$ cat src/rtl/fg_dac_spi_out.sv
// fg_dac_spi_out
//   Output stage of the function generator. Each accepted sample is summed
//   with a DC offset, clamped to the unsigned waveform range, truncated to the
//   DAC resolution and shifted out to an SPI DAC (mode 0, MSB first) behind a
//   4-bit command header. A one-deep pending slot holds a sample that arrives
//   while a frame is in flight; overwriting a full slot raises overrun_o.
//
// Ports
//   clk_i          system clock, rising edge
//   rst_i          synchronous reset, active-high
//   enable_i       when low no new frame starts, pending is dropped
//   sample_valid_i sample strobe
//   wave_i         signed waveform sample (WAVEFORM_BITWIDTH+1 bits)
//   offset_i       signed DC offset (WAVEFORM_BITWIDTH+1 bits)
//   clr_overrun_i  clears overrun_o (wins over a same-cycle set)
//   spi_sclk_o     SPI clock, idle low
//   spi_mosi_o     SPI data
//   spi_cs_o       SPI chip select, active-low
//   busy_o         frame in progress (LOAD/SHIFT/CSHOLD)
//   overrun_o      sticky pending-overwrite flag
module fg_dac_spi_out #(
  parameter int         WAVEFORM_BITWIDTH = 16,
  parameter int         DAC_BITWIDTH      = 12,
  parameter logic [3:0] CMD               = 4'b0011,
  parameter int         SCLK_DIV          = 2,
  parameter int         CS_HIGH_CYCLES    = 2
) (
  input  logic                         clk_i,
  input  logic                         rst_i,
  input  logic                         enable_i,
  input  logic                         sample_valid_i,
  input  logic [WAVEFORM_BITWIDTH:0]   wave_i,
  input  logic [WAVEFORM_BITWIDTH:0]   offset_i,
  input  logic                         clr_overrun_i,
  output logic                         spi_sclk_o,
  output logic                         spi_mosi_o,
  output logic                         spi_cs_o,
  output logic                         busy_o,
  output logic                         overrun_o
);

  localparam int W          = WAVEFORM_BITWIDTH;
  localparam int FRAME_BITS = DAC_BITWIDTH + 4;
  localparam int PH_W       = $clog2(2 * SCLK_DIV);
  localparam int BIT_W      = $clog2(FRAME_BITS);
  localparam int HOLD_W     = (CS_HIGH_CYCLES > 1) ? $clog2(CS_HIGH_CYCLES) : 1;

  typedef enum logic [1:0] {S_IDLE, S_LOAD, S_SHIFT, S_CSHOLD} state_t;

  state_t                  state, state_nxt;
  logic [W+1:0]            sum;
  logic [W-1:0]            clamp;
  logic [DAC_BITWIDTH-1:0] code;
  logic [DAC_BITWIDTH-1:0] pend_code;
  logic                    pend_vld;
  logic [FRAME_BITS-1:0]   shreg;
  logic [PH_W-1:0]         phase_cnt;
  logic [BIT_W-1:0]        bit_cnt;
  logic [HOLD_W-1:0]       hold_cnt;
  logic                    accept, store_pend, phase_end, last_bit, hold_end;

  // Sign-extend both operands by one bit so the sum cannot wrap.
  assign sum = {wave_i[W], wave_i} + {offset_i[W], offset_i};

  always_comb begin
    clamp = sum[W-1:0];
    if (sum[W+1])  clamp = '0;   // negative
    else if (sum[W]) clamp = '1; // above 2^W-1
  end

  assign code = clamp[W-1 -: DAC_BITWIDTH];

  assign accept     = (state == S_IDLE) && enable_i && (sample_valid_i || pend_vld);
  // A strobe that meets an already-full slot in IDLE is also written into the
  // slot (the direct sample is still the one sent this frame).
  assign store_pend = enable_i && sample_valid_i && ((state != S_IDLE) || pend_vld);
  assign phase_end  = (phase_cnt == PH_W'(2 * SCLK_DIV - 1));
  assign last_bit   = (bit_cnt == BIT_W'(FRAME_BITS - 1));
  assign hold_end   = (hold_cnt == HOLD_W'(CS_HIGH_CYCLES - 1));

  // State register
  always_ff @(posedge clk_i) begin
    if (rst_i) state <= S_IDLE;
    else       state <= state_nxt;
  end

  // Next-state logic
  always_comb begin
    state_nxt = state;
    case (state)
      S_IDLE:   if (accept) state_nxt = S_LOAD;
      S_LOAD:   state_nxt = S_SHIFT;
      S_SHIFT:  if (phase_end && last_bit) state_nxt = S_CSHOLD;
      S_CSHOLD: if (hold_end) state_nxt = S_IDLE;
      default:  state_nxt = S_IDLE;
    endcase
  end

  // Output logic
  always_comb begin
    spi_sclk_o = 1'b0;
    spi_mosi_o = 1'b0;
    spi_cs_o   = 1'b1;
    busy_o     = (state != S_IDLE);
    case (state)
      S_LOAD: begin
        spi_cs_o   = 1'b0;
        spi_mosi_o = shreg[FRAME_BITS-1];
      end
      S_SHIFT: begin
        spi_cs_o   = 1'b0;
        spi_mosi_o = shreg[FRAME_BITS-1];
        // First SCLK_DIV cycles of a bit are the low phase, rest high.
        spi_sclk_o = (phase_cnt >= PH_W'(SCLK_DIV));
      end
      default: ;
    endcase
  end

  // Datapath: pending slot, overrun flag, shift register, timing counters
  always_ff @(posedge clk_i) begin
    if (rst_i) begin
      pend_vld  <= 1'b0;
      pend_code <= '0;
      overrun_o <= 1'b0;
      shreg     <= '0;
      phase_cnt <= '0;
      bit_cnt   <= '0;
      hold_cnt  <= '0;
    end else begin
      if (!enable_i) begin
        pend_vld <= 1'b0;
      end else if (store_pend) begin
        pend_vld  <= 1'b1;
        pend_code <= code;
      end else if (accept) begin
        pend_vld <= 1'b0; // pending slot consumed
      end

      if (clr_overrun_i)              overrun_o <= 1'b0;
      else if (store_pend && pend_vld) overrun_o <= 1'b1;

      if (accept)
        shreg <= {CMD, sample_valid_i ? code : pend_code};
      else if ((state == S_SHIFT) && phase_end)
        shreg <= {shreg[FRAME_BITS-2:0], 1'b0}; // MOSI moves at end of high phase

      if (state == S_SHIFT) phase_cnt <= phase_end ? '0 : phase_cnt + 1'b1;
      else                  phase_cnt <= '0;

      if (state != S_SHIFT)  bit_cnt <= '0;
      else if (phase_end)    bit_cnt <= bit_cnt + 1'b1;

      if (state == S_CSHOLD) hold_cnt <= hold_cnt + 1'b1;
      else                   hold_cnt <= '0;
    end
  end

endmodule
$ cat config.mk
export PLATFORM = sky130hd
export DESIGN_NAME = fg_dac_spi_out
export DESIGN_NICKNAME = d
export VERILOG_FILES = /design/src/rtl/fg_dac_spi_out.sv
export SDC_FILE = /design/constraint.sdc
export NUM_CORES = 1
export LEC_CHECK = 0
export BUFFER_PORTS_ARGS = -buffer_cell sky130_fd_sc_hd__buf_4
export CAP_MARGIN = 15
export CORE_MARGIN = 2
export CORE_UTILIZATION = 45
export CTS_BUF_LIST = sky130_fd_sc_hd__clkbuf_16
export DETAILED_ROUTE_END_ITERATION = 16
export MAX_ROUTING_LAYER = met4
export PLACE_DENSITY = 0.66
export SETUP_SLACK_MARGIN = 0.02
export SKIP_LAST_GASP = 1
export SYNTH_ARGS = -nofsm -noshare
export SYNTH_HDL_FRONTEND = slang
export SYNTH_SLANG_ARGS = --single-unit
$ cat constraint.sdc
create_clock -name clk_i -period 2.7 [get_ports clk_i]
set_input_delay 0.54 -clock clk_i [delete_from_list [all_inputs] [get_ports clk_i]]
set_output_delay 0.54 -clock clk_i [all_outputs]
set_load 0.1 [all_outputs]
### Word level (Yosys, flattened, before mapping)

Cells that the tools add are included.
Widths: inputs -> output; s select.

| cells by class | value |
|---|---|
| add/sub/neg operators | 4 |
| multiplexer cells | 14 |
| equal/unequal tests | 9 |
| bitwise operators | 3 |
| reduce and logical (&&, ||, !) cells | 22 |
| magnitude comparators | 1 |

Operator list:

| operator | count |
|---|---|
| $mux 16 | 2 |
| $mux 14 | 2 |
| $add 17x17->18 | 1 |
| $mux 12 | 1 |
| $reduce_or 2->1 | 6 |
| $ne 2x2->1 const B | 4 |
| $pmux 2 s4 | 1 |
| $logic_and 1x1->1 | 7 |
| $eq 2x2->1 const B | 3 |
| $mux 2 | 3 |
| $reduce_bool 2->1 | 3 |
| $mux 1 | 5 |
| $add 4x1->4 const B | 1 |
| $eq 4x4->1 const B | 1 |
| $not 1->1 | 3 |
| $reduce_and 3->1 | 1 |
| $reduce_or 3->1 | 1 |
| $add 2x1->2 const B | 1 |
| $eq 2x1->1 const B | 1 |
| $ge 2x2->1 const B | 1 |
| $logic_not 2->1 | 1 |
| $logic_or 1x1->1 | 2 |
| $reduce_and 2->1 | 1 |
| $add 1x1->1 const B | 1 |

| storage, ports and cells | value |
|---|---|
| flip-flop bits (word level) | 39 |
| input bits | 39 |
| word-level logic and storage cells | 62 |

### Depth between registers and ports, before layout

| depth | value |
|---|---|
| depth in word-level cells | 5 |
| depth in mapped cells | 10 |
| mapped depth without buffers | 8 |

### Worst setup path after synthesis

OpenSTA, ideal clock, no wires.

| timing | value |
|---|---|
| path kind | input port to flip-flop |
| from | in wave_i[6] |
| to | reg pend_code[10] |
| setup time | 0.125 ns |
| cell stages on the path | 8 |
| required time | 2.575 ns |
| setup slack | 0.268 ns |
| arrival time | 2.307 ns |
| path through | ha_1 -> a21oi_1 -> a21boi_1 -> o31ai_2 -> a21boi_2 -> or4b_1 -> a21oi_1 -> o21ai_0 |

| on the way | value |
|---|---|
| longest elaborated chain between the ends | 3 |

RTL lines:

| element | RTL line | source |
|---|---|---|
| start, declared | 32 | `input logic [WAVEFORM_BITWIDTH:0] wave_i,` |
| $add 17x17->18 * | 63 | `assign sum = {wave_i[W], wave_i} + {offset_i[W], offset_i};` |
| $mux 16 | 68 | `else if (sum[W]) clamp = '1;` |
| $mux 16 * | 67 | `if (sum[W+1]) clamp = '0;` |
| end signal, assigned | 135 | `pend_code <= code;` |
| end, declared | 54 | `logic [DAC_BITWIDTH-1:0] pend_code;` |

Every way passes the cells marked *; elsewhere a longest branch is shown, timed or not.
A chain may end at the register's enable or synchronous reset.

### Worst setup path after layout

| timing | value |
|---|---|
| from | in wave_i[9] |
| to | reg shreg[1] |

| on the way | value |
|---|---|
| longest elaborated chain between the ends | 5 |

RTL lines:

| element | RTL line | source |
|---|---|---|
| $add 17x17->18 * | 63 |  |
| $mux 16 | 68 |  |
| $mux 16 * | 67 |  |
| $mux 12 * | 144 | `shreg <= {CMD, sample_valid_i ? code : pend_code};` |
| $mux 14 * | 143 | `if (accept)` |
| end signal, assigned | 144 |  |
| end signal, assigned | 146 | `shreg <= {shreg[FRAME_BITS-2:0], 1'b0};` |
| end, declared | 56 | `logic [FRAME_BITS-1:0] shreg;` |

Marked as above.

==> results.json <==
{
  "status": "finished clean",
  "nNetsFinal": 431,
  "worstSetupEndpointType": "flip-flop",
  "postCtsSetupBuffers": 0,
  "fin_tns_setup_ns": 0,
  "path_common_cell": "o211ai_1",
  "netlist_instances": 313,
  "worst_slack_ns": 0.181,
  "critPathKind": "input pin to flip-flop",
  "layout-drive-gt1-share_pct": 22.2,
  "power.static_leakage_nw": 1.38,
  "cp-start-kind": "input pin",
  "grt.total_usage_pct": 19.9,
  "p_total_mw": 2.09,
  "crit_slowest_cell": "a2111oi_2",
  "h-tree-depth": 2,
  "ys_seq_area_share_pct": 31.3,
  "clock_latency_ns": 0.28,
  "synth_cell_types": 55,
  "crit_fanout": 20,
  "gp_congestion": 0.867,
  "max_stage_delay_ns": 0.37,
  "ys_seq_elements": 39,
  "fp.dieH_um": 78.5,
  "portBuffers": 43,
  "worst_pin_slew_ns": 0.591,
  "finalSetupViolations": 0,
  "grt_pass1_wl_um": 9650,
  "n_antenna_cell": 0,
  "remaining_drc_errors": 0,
  "syn_nets": 375,
  "cts_tree": "done",
  "grt_start_max_net_pins": 23,
  "syn-mean-instance-area_um2": 7.97,
  "drt_iter0_drc": 99,
  "io-pin-count": 44,
  "finalCritPeriodShare_pct": 93.3,
  "antenna_found_initial": 0,
  "synth_edf_count": 0,
  "timing.fmax_mhz": 397,
  "cts_made_buffers": 5,
  "cts_hold_buf": 0,
  "yosys_warnings": 0,
  "routed_wl_um": 5760,
  "die_x_um": 78.5,
  "num_vias": 2388,
  "relSlewSlack_pct": 60.6,
  "crit_chain": "buf_4 > ha_1 > a211oi_1 > o211ai_1 > a2111oi_2 > a311oi_1 > xnor2_1 > buf_12 > o211ai_1 > a221oi_2",
  "grt_pass1_vias": 2217,
  "hold_path.class": "input pin to flip-flop",
  "core_area_mm2": 0.00544,
  "slew_violations": 0,
  "drt-wirelength-per-cell_um": 13.0,
  "rsz0062_at_grt": "no",
  "drtAntennaViolNets": 0,
  "routed_via_density": 5.40,
  "power_density_mw_per_mm2": 668,
  "gr-total-overflow": 0,
  "die-area_mm2": 0.00616,
  "pre_cts_ws_ns": -0.0593,
  "first_pass_iters": 4,
  "area_growth_pct": 25.6,
  "cts_buffer_depth": 2,
  "cp_data_arrival_time_ns": 2.72,
  "min_period_ns": 2.52,
  "fp-row-count": 27,
  "cts_root_buffer": "clkbuf_16",
  "synth_flop_cell": "dfxtp_1",
  "place_hpwl_um": 4460,
  "nFillCells": 507,
  "cts.sinks": 39,
  "ctsResizeCount": 0,
  "required_ns": 2.90,
  "synthArstFlopShare_pct": 0,
  "hold_violations": 0,
  "maxCapViolCount": 0,
  "start_util_pct": 45.9,
  "clk_pin_slew_ns": 0.05,
  "vdd_drop_max_uv": 494,
  "syn_area_mm2": 0.00249,
  "finClkSkew_ns": 0.00412
}
==> cell usage after synthesis, types with 3 or more instances <==
master    number  share of area, %
nand2_1       56               8.4
a21o_1         4               1.2
nand4_1        4               1.0
o31ai_1        5               1.5
or2_2          3              0.75
buf_2          3              0.60
o21ai_1        4              0.80
clkbuf_1       7               1.1
o211ai_1       6               1.8
xor2_1         6               2.1
xnor2_1        4               1.4
o21ai_0       19               3.8
ha_1          23                12
a211oi_1       6               1.8
dfxtp_1       39                31
mux2i_1        3               1.2
or3_1          4               1.0
nor2_1        14               2.1
inv_1         13               2.0
a31oi_1        3              0.75
nand3_1       13               2.6
a21oi_1       23               4.6
nor3_1        11               2.2
==> per-layer routing <==
metal	global-route usage (%)	part of all wire, %
met1	24.4	47
met5	-	0
met2	33.5	47
met4	6.84	1.8
met3	2.99	4.0
==> cells by family after synthesis <==
logic type	Yosys count	share of synthesized area, %
AOI/OAI and AO/OA	97	26.7
and+or+nand+nor	116	21.4
adders and majority gates	23	11.5
muxes	3	1.20
xor gates and xnor gates	10	3.51
DFF	39	31.3
buffers and inverters	25	4.36
==> final cells by class <==
cell class	instances	area, um^2	share of cell area (%)
inverter	13	48.8	1.56
sequential	39	781	24.9
tap	72	90.1	2.87
multi-input combinational	249	1610	51.3
clock inverter	3	12.5	0.399
timing repair buffer	61	470	15.0
clock buffer	5	125	3.99
==> critical path: cells and delay by family <==
family                     cells  cell delay, ns
buffers and inverters          2            0.30
xor gates and xnor gates       1            0.27
adders and majority gates      1            0.30
AOI/OAI and AO/OA              6            1.30
==> sequential cells by signal (all words and copies together) (netlist names) <==
register	flops
bit_cnt	4
pend_vld	1
shreg	16
state	2
pend_code	12
overrun_o	1
phase_cnt	2
hold_cnt	1
==> stage by stage <==
stage	area, um^2	util [%]	cells	hold WS (ns)
after floorplan	2490	-	313	0.416
after global placement	3000	55.1	434	0.427
after detailed placement	3000	55.1	434	0.434
after CTS	3130	57.6	442	0.407
after global routing	3130	57.6	442	0.414
final	3130	57.6	442	0.408
==> report_power, final <==
| group | total (mW) | leakage (nW) | switching [mW] | internal [mW] |
|---|---|---|---|---|
| Sequential | 0.701 | 0.317 | 0.0435 | 0.657 |
| Combinational | 0.837 | 0.985 | 0.530 | 0.308 |
| Clock | 0.556 | 0.0762 | 0.223 | 0.333 |
| Total | 2.09 | 1.38 | 0.796 | 1.30 |
==> final timing paths <==
| check | from | to | slack (ns) | depth (start not counted) |
|---|---|---|---|---|
| max | wave_i[9] | shreg[1] | 0.18 | 10 |
| min | clr_overrun_i | overrun_o | 0.41 | 2 |
| max reg2reg | state[0] | shreg[9] | 0.88 | 7 |
| min reg2reg | pend_code[5] | pend_code[5] | 0.44 | 2 |
==> placed cells by master (no fill, tap or decap), types with 2 or more instances in the layout <==
master / n
buf_4: 60
nand2_1: 56
dfxtp_1: 39
a21oi_1: 23
ha_1: 23
o21ai_0: 19
inv_1: 15
nor2_1: 14
nand3_1: 13
nor3_1: 11
o211ai_1: 6
xor2_1: 6
a211oi_1: 6
o31ai_1: 5
clkbuf_16: 5
nand4_1: 4
o21ai_1: 4
xnor2_1: 4
a21o_1: 4
or3_1: 4
a31oi_1: 3
or2_2: 3
mux2i_1: 3
and3_1: 2
a221oi_2: 2
a21boi_1: 2
a21oi_2: 2
a211oi_2: 2
a22oi_1: 2
o211a_1: 2
o21bai_1: 2
No activity file was read; power rests on OpenSTA's default activity.
